## config.mk

```make
export PLATFORM = sky130hd
export DESIGN_NAME = axi_4_slave_burst_ctrl_flat
export DESIGN_NICKNAME = d
export VERILOG_FILES = /design/src/rtl/axi_4_slave_burst_ctrl_if.sv /design/src/rtl/axi_4_slave_burst_ctrl.sv /design/src/flat_wrapper.sv
export SDC_FILE = /design/constraint.sdc
export NUM_CORES = 1
export LEC_CHECK = 0
export BUFFER_PORTS_ARGS = -buffer_cell sky130_fd_sc_hd__buf_2
export CORE_ASPECT_RATIO = 0.9
export CORE_MARGIN = 4
export CORE_UTILIZATION = 43
export DETAILED_ROUTE_END_ITERATION = 6
export GPL_TIMING_DRIVEN = 0
export PLACE_DENSITY = 0.77
export REMOVE_ABC_BUFFERS = 1
export SLEW_MARGIN = 15
export SYNTH_ARGS = -nofsm -noshare
export SYNTH_HDL_FRONTEND = slang
export SYNTH_SLANG_ARGS = --single-unit
```

## constraint.sdc

```tcl
create_clock -name clk -period 1.92 [get_ports clk]
set_input_delay 0.096 -clock clk [delete_from_list [all_inputs] [get_ports clk]]
set_output_delay 0.096 -clock clk [all_outputs]
set_load 0.03 [all_outputs]
```

## src/rtl/axi_4_slave_burst_ctrl_if.sv

```systemverilog
// AXI4 channel bundle between the vector processor's master controller and the
// burst slave. Address, data and response channels only; clock/reset stay separate.
interface axi_4_slave_burst_ctrl_if #(
   parameter int ADDR_W = 32,
   parameter int DATA_W = 32
);
   logic                  m_arvalid;
   logic                  s_arready;
   logic [ADDR_W-1:0]     m_araddr;
   logic [7:0]            m_arlen;
   logic [1:0]            m_arburst;

   logic                  s_rvalid;
   logic                  m_rready;
   logic [DATA_W-1:0]     s_rdata;
   logic [1:0]            s_rresp;
   logic                  s_rlast;

   logic                  m_awvalid;
   logic                  s_awready;
   logic [ADDR_W-1:0]     m_awaddr;
   logic [7:0]            m_awlen;
   logic [1:0]            m_awburst;

   logic                  m_wvalid;
   logic                  s_wready;
   logic [DATA_W-1:0]     m_wdata;
   logic [DATA_W/8-1:0]   m_wstrb;
   logic                  m_wlast;

   logic                  s_bvalid;
   logic                  m_bready;
   logic [1:0]            s_bresp;

   modport slave (
      input  m_arvalid, m_araddr, m_arlen, m_arburst,
      input  m_rready,
      input  m_awvalid, m_awaddr, m_awlen, m_awburst,
      input  m_wvalid, m_wdata, m_wstrb, m_wlast,
      input  m_bready,
      output s_arready, s_rvalid, s_rdata, s_rresp, s_rlast,
      output s_awready, s_wready, s_bvalid, s_bresp
   );

   modport master (
      output m_arvalid, m_araddr, m_arlen, m_arburst,
      output m_rready,
      output m_awvalid, m_awaddr, m_awlen, m_awburst,
      output m_wvalid, m_wdata, m_wstrb, m_wlast,
      output m_bready,
      input  s_arready, s_rvalid, s_rdata, s_rresp, s_rlast,
      input  s_awready, s_wready, s_bvalid, s_bresp
   );
endinterface

```

## src/rtl/axi_4_slave_burst_ctrl.sv

```systemverilog
// AXI4 slave burst controller: one burst in flight, FIXED/INCR/WRAP address
// generation, range/WLAST checking and round-robin AR/AW arbitration onto a single-port memory.
module axi_4_slave_burst_ctrl #(
   parameter int ADDR_W    = 32,
   parameter int DATA_W    = 32,
   parameter int MEM_BYTES = 4096,
   parameter int MEM_LAT   = 1
) (
   input  logic                  clk,
   input  logic                  reset,
   axi_4_slave_burst_ctrl_if.slave axi,
   output logic                  mem_en,
   output logic                  mem_we,
   output logic [ADDR_W-1:0]     mem_addr,
   output logic [DATA_W-1:0]     mem_wdata,
   output logic [DATA_W/8-1:0]   mem_wstrb,
   input  logic [DATA_W-1:0]     mem_rdata
);
   localparam int BYTES = DATA_W / 8;
   localparam int LAT_W = (MEM_LAT > 1) ? $clog2(MEM_LAT) : 1;
   localparam logic [ADDR_W-1:0] MEM_LIMIT  = ADDR_W'(MEM_BYTES);
   localparam logic [ADDR_W-1:0] BYTES_A    = ADDR_W'(BYTES);
   localparam logic [ADDR_W-1:0] ALIGN_MASK = ADDR_W'(BYTES - 1);
   localparam logic [LAT_W-1:0]  LAT_LAST   = LAT_W'(MEM_LAT - 1);
   localparam logic [1:0] RESP_OKAY   = 2'b00;
   localparam logic [1:0] RESP_SLVERR = 2'b10;
   localparam logic [1:0] BURST_INCR  = 2'b01;
   localparam logic [1:0] BURST_WRAP  = 2'b10;

   typedef enum logic [2:0] {
      IDLE,
      RD_ISSUE,
      RD_WAIT,
      RD_RESP,
      WR_DATA,
      WR_RESP
   } state_t;

   state_t             state_q, state_d;
   logic [ADDR_W-1:0]  addr_q, addr_d;
   logic [7:0]         len_q, len_d;
   logic [1:0]         burst_q, burst_d;
   logic [7:0]         beat_q, beat_d;
   logic               err_q, err_d;
   logic               bad_q, bad_d;
   logic               prio_rd_q, prio_rd_d;
   logic [LAT_W-1:0]   lat_q, lat_d;
   logic [DATA_W-1:0]  rdata_q, rdata_d;
   logic [1:0]         rresp_q, rresp_d;
   logic               rlast_q, rlast_d;

   logic               ar_rdy, aw_rdy, w_rdy, r_vld, b_vld;
   logic               mem_en_c, mem_we_c;
   logic [ADDR_W-1:0]  wrap_mask, incr_addr, next_addr;
   logic               beat_err, last_beat;

   // WRAP lengths are restricted to 2/4/8/16 beats on an aligned start address.
   function automatic logic illegal_burst(input logic [1:0] b, input logic [7:0] l,
                                          input logic [ADDR_W-1:0] a);
      logic bad_len;
      bad_len = (l != 8'd1) && (l != 8'd3) && (l != 8'd7) && (l != 8'd15);
      return (b == 2'b11) ||
             ((b == BURST_WRAP) && (bad_len || ((a & ALIGN_MASK) != '0)));
   endfunction

   always_comb begin
      wrap_mask = ((ADDR_W'(len_q) + ADDR_W'(1)) * BYTES_A) - ADDR_W'(1);
      incr_addr = addr_q + BYTES_A;
      case (burst_q)
         BURST_INCR: next_addr = incr_addr;
         BURST_WRAP: next_addr = (addr_q & ~wrap_mask) | (incr_addr & wrap_mask);
         default:    next_addr = addr_q;
      endcase
      beat_err  = bad_q || (addr_q >= MEM_LIMIT);
      last_beat = (beat_q == len_q);
   end

   always_comb begin
      state_d   = state_q;
      addr_d    = addr_q;
      len_d     = len_q;
      burst_d   = burst_q;
      beat_d    = beat_q;
      err_d     = err_q;
      bad_d     = bad_q;
      prio_rd_d = prio_rd_q;
      lat_d     = lat_q;
      rdata_d   = rdata_q;
      rresp_d   = rresp_q;
      rlast_d   = rlast_q;
      ar_rdy    = 1'b0;
      aw_rdy    = 1'b0;
      w_rdy     = 1'b0;
      r_vld     = 1'b0;
      b_vld     = 1'b0;
      mem_en_c  = 1'b0;
      mem_we_c  = 1'b0;

      case (state_q)
         IDLE: begin
            ar_rdy = !axi.m_awvalid || prio_rd_q;
            aw_rdy = !axi.m_arvalid || !prio_rd_q;
            if (axi.m_arvalid && ar_rdy) begin
               addr_d    = axi.m_araddr;
               len_d     = axi.m_arlen;
               burst_d   = axi.m_arburst;
               bad_d     = illegal_burst(axi.m_arburst, axi.m_arlen, axi.m_araddr);
               beat_d    = 8'd0;
               err_d     = 1'b0;
               prio_rd_d = 1'b0;
               state_d   = RD_ISSUE;
            end else if (axi.m_awvalid && aw_rdy) begin
               addr_d    = axi.m_awaddr;
               len_d     = axi.m_awlen;
               burst_d   = axi.m_awburst;
               bad_d     = illegal_burst(axi.m_awburst, axi.m_awlen, axi.m_awaddr);
               beat_d    = 8'd0;
               err_d     = 1'b0;
               prio_rd_d = 1'b1;
               state_d   = WR_DATA;
            end
         end
         RD_ISSUE: begin
            mem_en_c = !beat_err;
            lat_d    = '0;
            state_d  = RD_WAIT;
         end
         RD_WAIT: begin
            if (lat_q == LAT_LAST) begin
               rdata_d = beat_err ? '0 : mem_rdata;
               rresp_d = beat_err ? RESP_SLVERR : RESP_OKAY;
               rlast_d = last_beat;
               state_d = RD_RESP;
            end else begin
               lat_d = lat_q + LAT_W'(1);
            end
         end
         RD_RESP: begin
            r_vld = 1'b1;
            if (axi.m_rready) begin
               if (rlast_q) begin
                  state_d = IDLE;
               end else begin
                  addr_d  = next_addr;
                  beat_d  = beat_q + 8'd1;
                  state_d = RD_ISSUE;
               end
            end
         end
         WR_DATA: begin
            w_rdy = 1'b1;
            if (axi.m_wvalid) begin
               mem_en_c = !beat_err;
               mem_we_c = !beat_err;
               err_d    = err_q || beat_err || (axi.m_wlast != last_beat);
               if (last_beat) begin
                  state_d = WR_RESP;
               end else begin
                  addr_d = next_addr;
                  beat_d = beat_q + 8'd1;
               end
            end
         end
         WR_RESP: begin
            b_vld = 1'b1;
            if (axi.m_bready) begin
               state_d = IDLE;
            end
         end
         default: state_d = IDLE;
      endcase

      // Nothing may handshake or touch memory while reset is being sampled.
      if (reset) begin
         ar_rdy   = 1'b0;
         aw_rdy   = 1'b0;
         w_rdy    = 1'b0;
         r_vld    = 1'b0;
         b_vld    = 1'b0;
         mem_en_c = 1'b0;
         mem_we_c = 1'b0;
      end
   end

   always_ff @(posedge clk) begin
      if (reset) begin
         state_q   <= IDLE;
         addr_q    <= '0;
         len_q     <= '0;
         burst_q   <= '0;
         beat_q    <= '0;
         err_q     <= 1'b0;
         bad_q     <= 1'b0;
         prio_rd_q <= 1'b1;
         lat_q     <= '0;
         rdata_q   <= '0;
         rresp_q   <= RESP_OKAY;
         rlast_q   <= 1'b0;
      end else begin
         state_q   <= state_d;
         addr_q    <= addr_d;
         len_q     <= len_d;
         burst_q   <= burst_d;
         beat_q    <= beat_d;
         err_q     <= err_d;
         bad_q     <= bad_d;
         prio_rd_q <= prio_rd_d;
         lat_q     <= lat_d;
         rdata_q   <= rdata_d;
         rresp_q   <= rresp_d;
         rlast_q   <= rlast_d;
      end
   end

   assign axi.s_arready = ar_rdy;
   assign axi.s_awready = aw_rdy;
   assign axi.s_wready  = w_rdy;
   assign axi.s_rvalid  = r_vld;
   assign axi.s_bvalid  = b_vld;
   assign axi.s_rdata   = rdata_q;
   assign axi.s_rresp   = rresp_q;
   assign axi.s_rlast   = rlast_q && (state_q == RD_RESP);
   assign axi.s_bresp   = ((state_q == WR_RESP) && err_q) ? RESP_SLVERR : RESP_OKAY;

   assign mem_en    = mem_en_c;
   assign mem_we    = mem_we_c;
   assign mem_addr  = addr_q;
   assign mem_wdata = axi.m_wdata;
   assign mem_wstrb = axi.m_wstrb;
endmodule

```

## src/flat_wrapper.sv

```systemverilog
// flat-port wrapper written by rule: the top's interface ports become plain ports
module axi_4_slave_burst_ctrl_flat 
#(
   parameter int ADDR_W    = 32,
   parameter int DATA_W    = 32,
   parameter int MEM_BYTES = 4096,
   parameter int MEM_LAT   = 1
)
  (clk, reset, mem_en, mem_we, mem_addr, mem_wdata, mem_wstrb, mem_rdata, axi_m_arvalid, axi_m_araddr, axi_m_arlen, axi_m_arburst, axi_m_rready, axi_m_awvalid, axi_m_awaddr, axi_m_awlen, axi_m_awburst, axi_m_wvalid, axi_m_wdata, axi_m_wstrb, axi_m_wlast, axi_m_bready, axi_s_arready, axi_s_rvalid, axi_s_rdata, axi_s_rresp, axi_s_rlast, axi_s_awready, axi_s_wready, axi_s_bvalid, axi_s_bresp);
  axi_4_slave_burst_ctrl_if #(.ADDR_W(ADDR_W), .DATA_W(DATA_W)) axi_i ();
  input  logic clk;
  input  logic reset;
  output logic mem_en;
  output logic mem_we;
  output logic [ADDR_W-1:0] mem_addr;
  output logic [DATA_W-1:0] mem_wdata;
  output logic [DATA_W/8-1:0] mem_wstrb;
  input  logic [DATA_W-1:0] mem_rdata;
  input wire logic [$bits(axi_i.m_arvalid)-1:0] axi_m_arvalid;
  input wire logic [$bits(axi_i.m_araddr)-1:0] axi_m_araddr;
  input wire logic [$bits(axi_i.m_arlen)-1:0] axi_m_arlen;
  input wire logic [$bits(axi_i.m_arburst)-1:0] axi_m_arburst;
  input wire logic [$bits(axi_i.m_rready)-1:0] axi_m_rready;
  input wire logic [$bits(axi_i.m_awvalid)-1:0] axi_m_awvalid;
  input wire logic [$bits(axi_i.m_awaddr)-1:0] axi_m_awaddr;
  input wire logic [$bits(axi_i.m_awlen)-1:0] axi_m_awlen;
  input wire logic [$bits(axi_i.m_awburst)-1:0] axi_m_awburst;
  input wire logic [$bits(axi_i.m_wvalid)-1:0] axi_m_wvalid;
  input wire logic [$bits(axi_i.m_wdata)-1:0] axi_m_wdata;
  input wire logic [$bits(axi_i.m_wstrb)-1:0] axi_m_wstrb;
  input wire logic [$bits(axi_i.m_wlast)-1:0] axi_m_wlast;
  input wire logic [$bits(axi_i.m_bready)-1:0] axi_m_bready;
  output wire logic [$bits(axi_i.s_arready)-1:0] axi_s_arready;
  output wire logic [$bits(axi_i.s_rvalid)-1:0] axi_s_rvalid;
  output wire logic [$bits(axi_i.s_rdata)-1:0] axi_s_rdata;
  output wire logic [$bits(axi_i.s_rresp)-1:0] axi_s_rresp;
  output wire logic [$bits(axi_i.s_rlast)-1:0] axi_s_rlast;
  output wire logic [$bits(axi_i.s_awready)-1:0] axi_s_awready;
  output wire logic [$bits(axi_i.s_wready)-1:0] axi_s_wready;
  output wire logic [$bits(axi_i.s_bvalid)-1:0] axi_s_bvalid;
  output wire logic [$bits(axi_i.s_bresp)-1:0] axi_s_bresp;
  assign axi_i.m_arvalid = axi_m_arvalid;
  assign axi_i.m_araddr = axi_m_araddr;
  assign axi_i.m_arlen = axi_m_arlen;
  assign axi_i.m_arburst = axi_m_arburst;
  assign axi_i.m_rready = axi_m_rready;
  assign axi_i.m_awvalid = axi_m_awvalid;
  assign axi_i.m_awaddr = axi_m_awaddr;
  assign axi_i.m_awlen = axi_m_awlen;
  assign axi_i.m_awburst = axi_m_awburst;
  assign axi_i.m_wvalid = axi_m_wvalid;
  assign axi_i.m_wdata = axi_m_wdata;
  assign axi_i.m_wstrb = axi_m_wstrb;
  assign axi_i.m_wlast = axi_m_wlast;
  assign axi_i.m_bready = axi_m_bready;
  assign axi_s_arready = axi_i.s_arready;
  assign axi_s_rvalid = axi_i.s_rvalid;
  assign axi_s_rdata = axi_i.s_rdata;
  assign axi_s_rresp = axi_i.s_rresp;
  assign axi_s_rlast = axi_i.s_rlast;
  assign axi_s_awready = axi_i.s_awready;
  assign axi_s_wready = axi_i.s_wready;
  assign axi_s_bvalid = axi_i.s_bvalid;
  assign axi_s_bresp = axi_i.s_bresp;
  axi_4_slave_burst_ctrl #(.ADDR_W(ADDR_W), .DATA_W(DATA_W), .MEM_BYTES(MEM_BYTES), .MEM_LAT(MEM_LAT)) u_core (.clk(clk), .reset(reset), .axi(axi_i), .mem_en(mem_en), .mem_we(mem_we), .mem_addr(mem_addr), .mem_wdata(mem_wdata), .mem_wstrb(mem_wstrb), .mem_rdata(mem_rdata));
endmodule
```

==> impl_metrics.ini <==
[status]
status = complete, but fails checks
failed_checks = negative setup slack

[worst_setup_path]
rr_worst_depth = 8
max_stage_delay_ns = 0.37
worstPathMaxFanout = 7
worstPathArrival_ns = 2.06
path_cells = nor4_4 -> nand4_1 -> nor4_4 -> buf_4 -> nor4b_4 -> buf_4
regToRegStartpoint = u_core.len_q[0]
cp_slowest_cell = dfxtp_2
crit_type = flop to output pin
r2r_slack_ns = -0.22
worst_setup_path_start_kind = flop
crit_required_ns = 1.82
worstSetupEndpointType = output pin

[clocking]
cts-buffers-inserted = 9
htreeDepth = 3
clk_latency_ns = 0.35
cts_buffer_depth = 2
cts-root-buf = clkbuf_16
path_clk_slew_ns = 0.08
clock_sinks = 90
cts_tree = yes

[yosys]
avgSynthCellArea_um2 = 7.25
syn_area_um2 = 5940
netlist_instances = 820
async_reset_ff_share_pct = 0
ys_warn_count = 0
synth_edf_count = 0
synth_cell_type_count = 68
synth_top_area_share_pct = 30.3
synth.yosys.seq_area_share_pct = 30.3
yosysTopAreaCell = dfxtp_1
synth_seq_cells = 90
synth-main-ff-cell = dfxtp_1
synth_commonest_cells = nand2_1 (151), a21oi_1 (94), dfxtp_1 (90)
synthTopCellsByArea = dfxtp_1 (30%), nand2_1 (9.5%), a21oi_1 (7.9%)
synth.most_common_cell = nand2_1

[die]
initial_core_util_pct = 44.1
die_w_um = 132
io_pins = 272
dieArea_um2 = 15800
num_rows = 40
die_h_um = 120
core_area_um2 = 13500

[route]
drt-met1-wl_um = 9710
via_per_inst = 5.80
dr_wl_met2_um = 11200
drc = 0
drtPass1Iterations = 7
met3WireLength_um = 2530
top_layer_used = met4
drtIter0Drc = 593
drt_wl_total_um = 24100
ant_nets = 0
vias = 7045
wire_per_inst_um = 19.8

[sta]
period_share_pct = 112
tns_ns = -5.10
period_needed_ns = 2.16
skew_ns = 0.00947
max_freq_ghz = 0.464
maxSlewViolCount = 0
max_slew_margin_pct = 54.7
hold_viol = 0
rsz0062_at_grt = true
setup-violations-final = 51
worst_pin_slew_ns = 0.679
fin_ws_ns = -0.237

[grt]
grt_max_degree = 67
grtUsageTotal_pct = 26.3
grt_pass1_wl_um = 34000
overflow = 0
antenna_found_initial = 0
grt_pass1_vias = 6512

[placement]
io_buffer_count = 197
finalWeightedCongestion = 0.860
placed_cells = 1093
dp_hpwl_um = 13900

[job]
drv_cap = 0

[power]
power_density_nw_per_um2 = 1550
p_leak_nw = 3.81
vdd_drop_max_uv = 714

[final_layout]
num_antenna_cells = 0
drive_gt1_share_pct = 44.8
nets = 1207
fin_cells = 1215
area_growth_pct = 50.9

[min_path]
min_path_cells = 3
min_from = mem_rdata[10]
hold_class = primary input to flop
min_to = u_core.axi.s_rdata[10]
-- timing repair --
| item | in CTS | in global routing |
|---|---|---|
| setup buffers | 54 | 24 |
| hold buffers | 23 | 0 |
| setup endpoints to repair | 91 | 88 |
| hold endpoints to repair | 23 | 0 |
| pin swaps | 30 | 48 |
| gates cloned | 4 | 4 |
| gates resized for setup | 128 | 118 |
-- cells in the final DEF, fill, tap and decap left out, types with 10 or more instances in the layout --
cell type,Yosys,layout
a21oi_1,94,76
buf_4,44,49
clkbuf_16,0,12
o21ai_0,25,10
nor3_1,24,19
nand4_1,12,12
nand3_1,50,44
and3_1,18,16
a31oi_1,15,14
dfxtp_4,0,14
inv_1,11,11
buf_6,3,25
nand2_1,151,144
o32ai_2,3,11
a311oi_1,12,12
nor2_4,3,14
nor2_1,66,48
xnor2_1,10,10
dlygate4sd3_1,0,23
mux2i_1,11,11
dfxtp_1,90,59
a21oi_2,0,13
dfxtp_2,0,17
buf_2,14,194
-- layer usage --
| layer | vias to the layer above | global-route usage, % |
|---|---|---|
| li1 | 3293 | - |
| met4 | 0 | 6.50 |
| met3 | 66 | 9.47 |
| met1 | 3249 | 34.1 |
| met5 | - | 1.63 |
| met2 | 437 | 41.5 |
-- worst max-delay path: cells and delay by family, from the launching register on --
family | cells | cell delay, ns
simple gates | 4 | 0.95
flops | 1 | 0.37
buf+inv | 2 | 0.39
-- logic make-up after synthesis --
family	after synthesis	share of synthesized area [%]
muxes	12	2.04
xor gates and xnor gates	27	3.98
AOI/OAI and AO/OA	192	20.5
buffers and inverters	110	10.4
other	1	0.0631
and+or+nand+nor	383	31.7
DFF	90	30.3
adders and majority gates	5	1.05
-- area by class of cell --
class                           count  area, um2
Tap cell                          168        210
Inverter                           11       41.3
Sequential cell                    90       1880
Timing Repair Buffer              305       2180
Multi-Input combinational cell    625       4360
Clock buffer                        9        225
Fill cell                        1091       4490
Clock inverter                      7       81.3
-- power breakdown --
group          leakage [nW]  internal (mW)  switching, mW
sequential            0.750           2.40          0.798
combinational          2.91           3.89           4.89
clock                 0.153           1.04          0.867
-- metrics by stage --
| step | total power [mW] | util (%) | worst slack [ns] | hold WS, ns | instance area [um2] |
|---|---|---|---|---|---|
| after CTS | 12.1 | 61.2 | -0.215 | 0.000235 | 8240 |
| after floorplan | 6.48 | - | -1.62 | 0.164 | 5370 |
| after global routing | 14.5 | 66.6 | -0.332 | 0.0121 | 8970 |
| after global placement | 7.94 | 48.8 | -2.23 | 0.192 | 6570 |
| final | 13.9 | 66.6 | -0.237 | 0.00563 | 8970 |
| after detailed placement | 8.25 | 50.1 | -1.02 | 0.192 | 6740 |
-- how the worst max path moves through the flow --
stage | slack [ns] | end | cells after the start
floorplan | -1.62 | mem_en | 4
global placement | -2.23 | mem_en | 5
detailed placement | -1.02 | flop | 7
CTS | -0.22 | mem_en | 6
global route | -0.33 | mem_en | 6
finish | -0.24 | mem_en | 6
(Power assumes the default switching activity.)
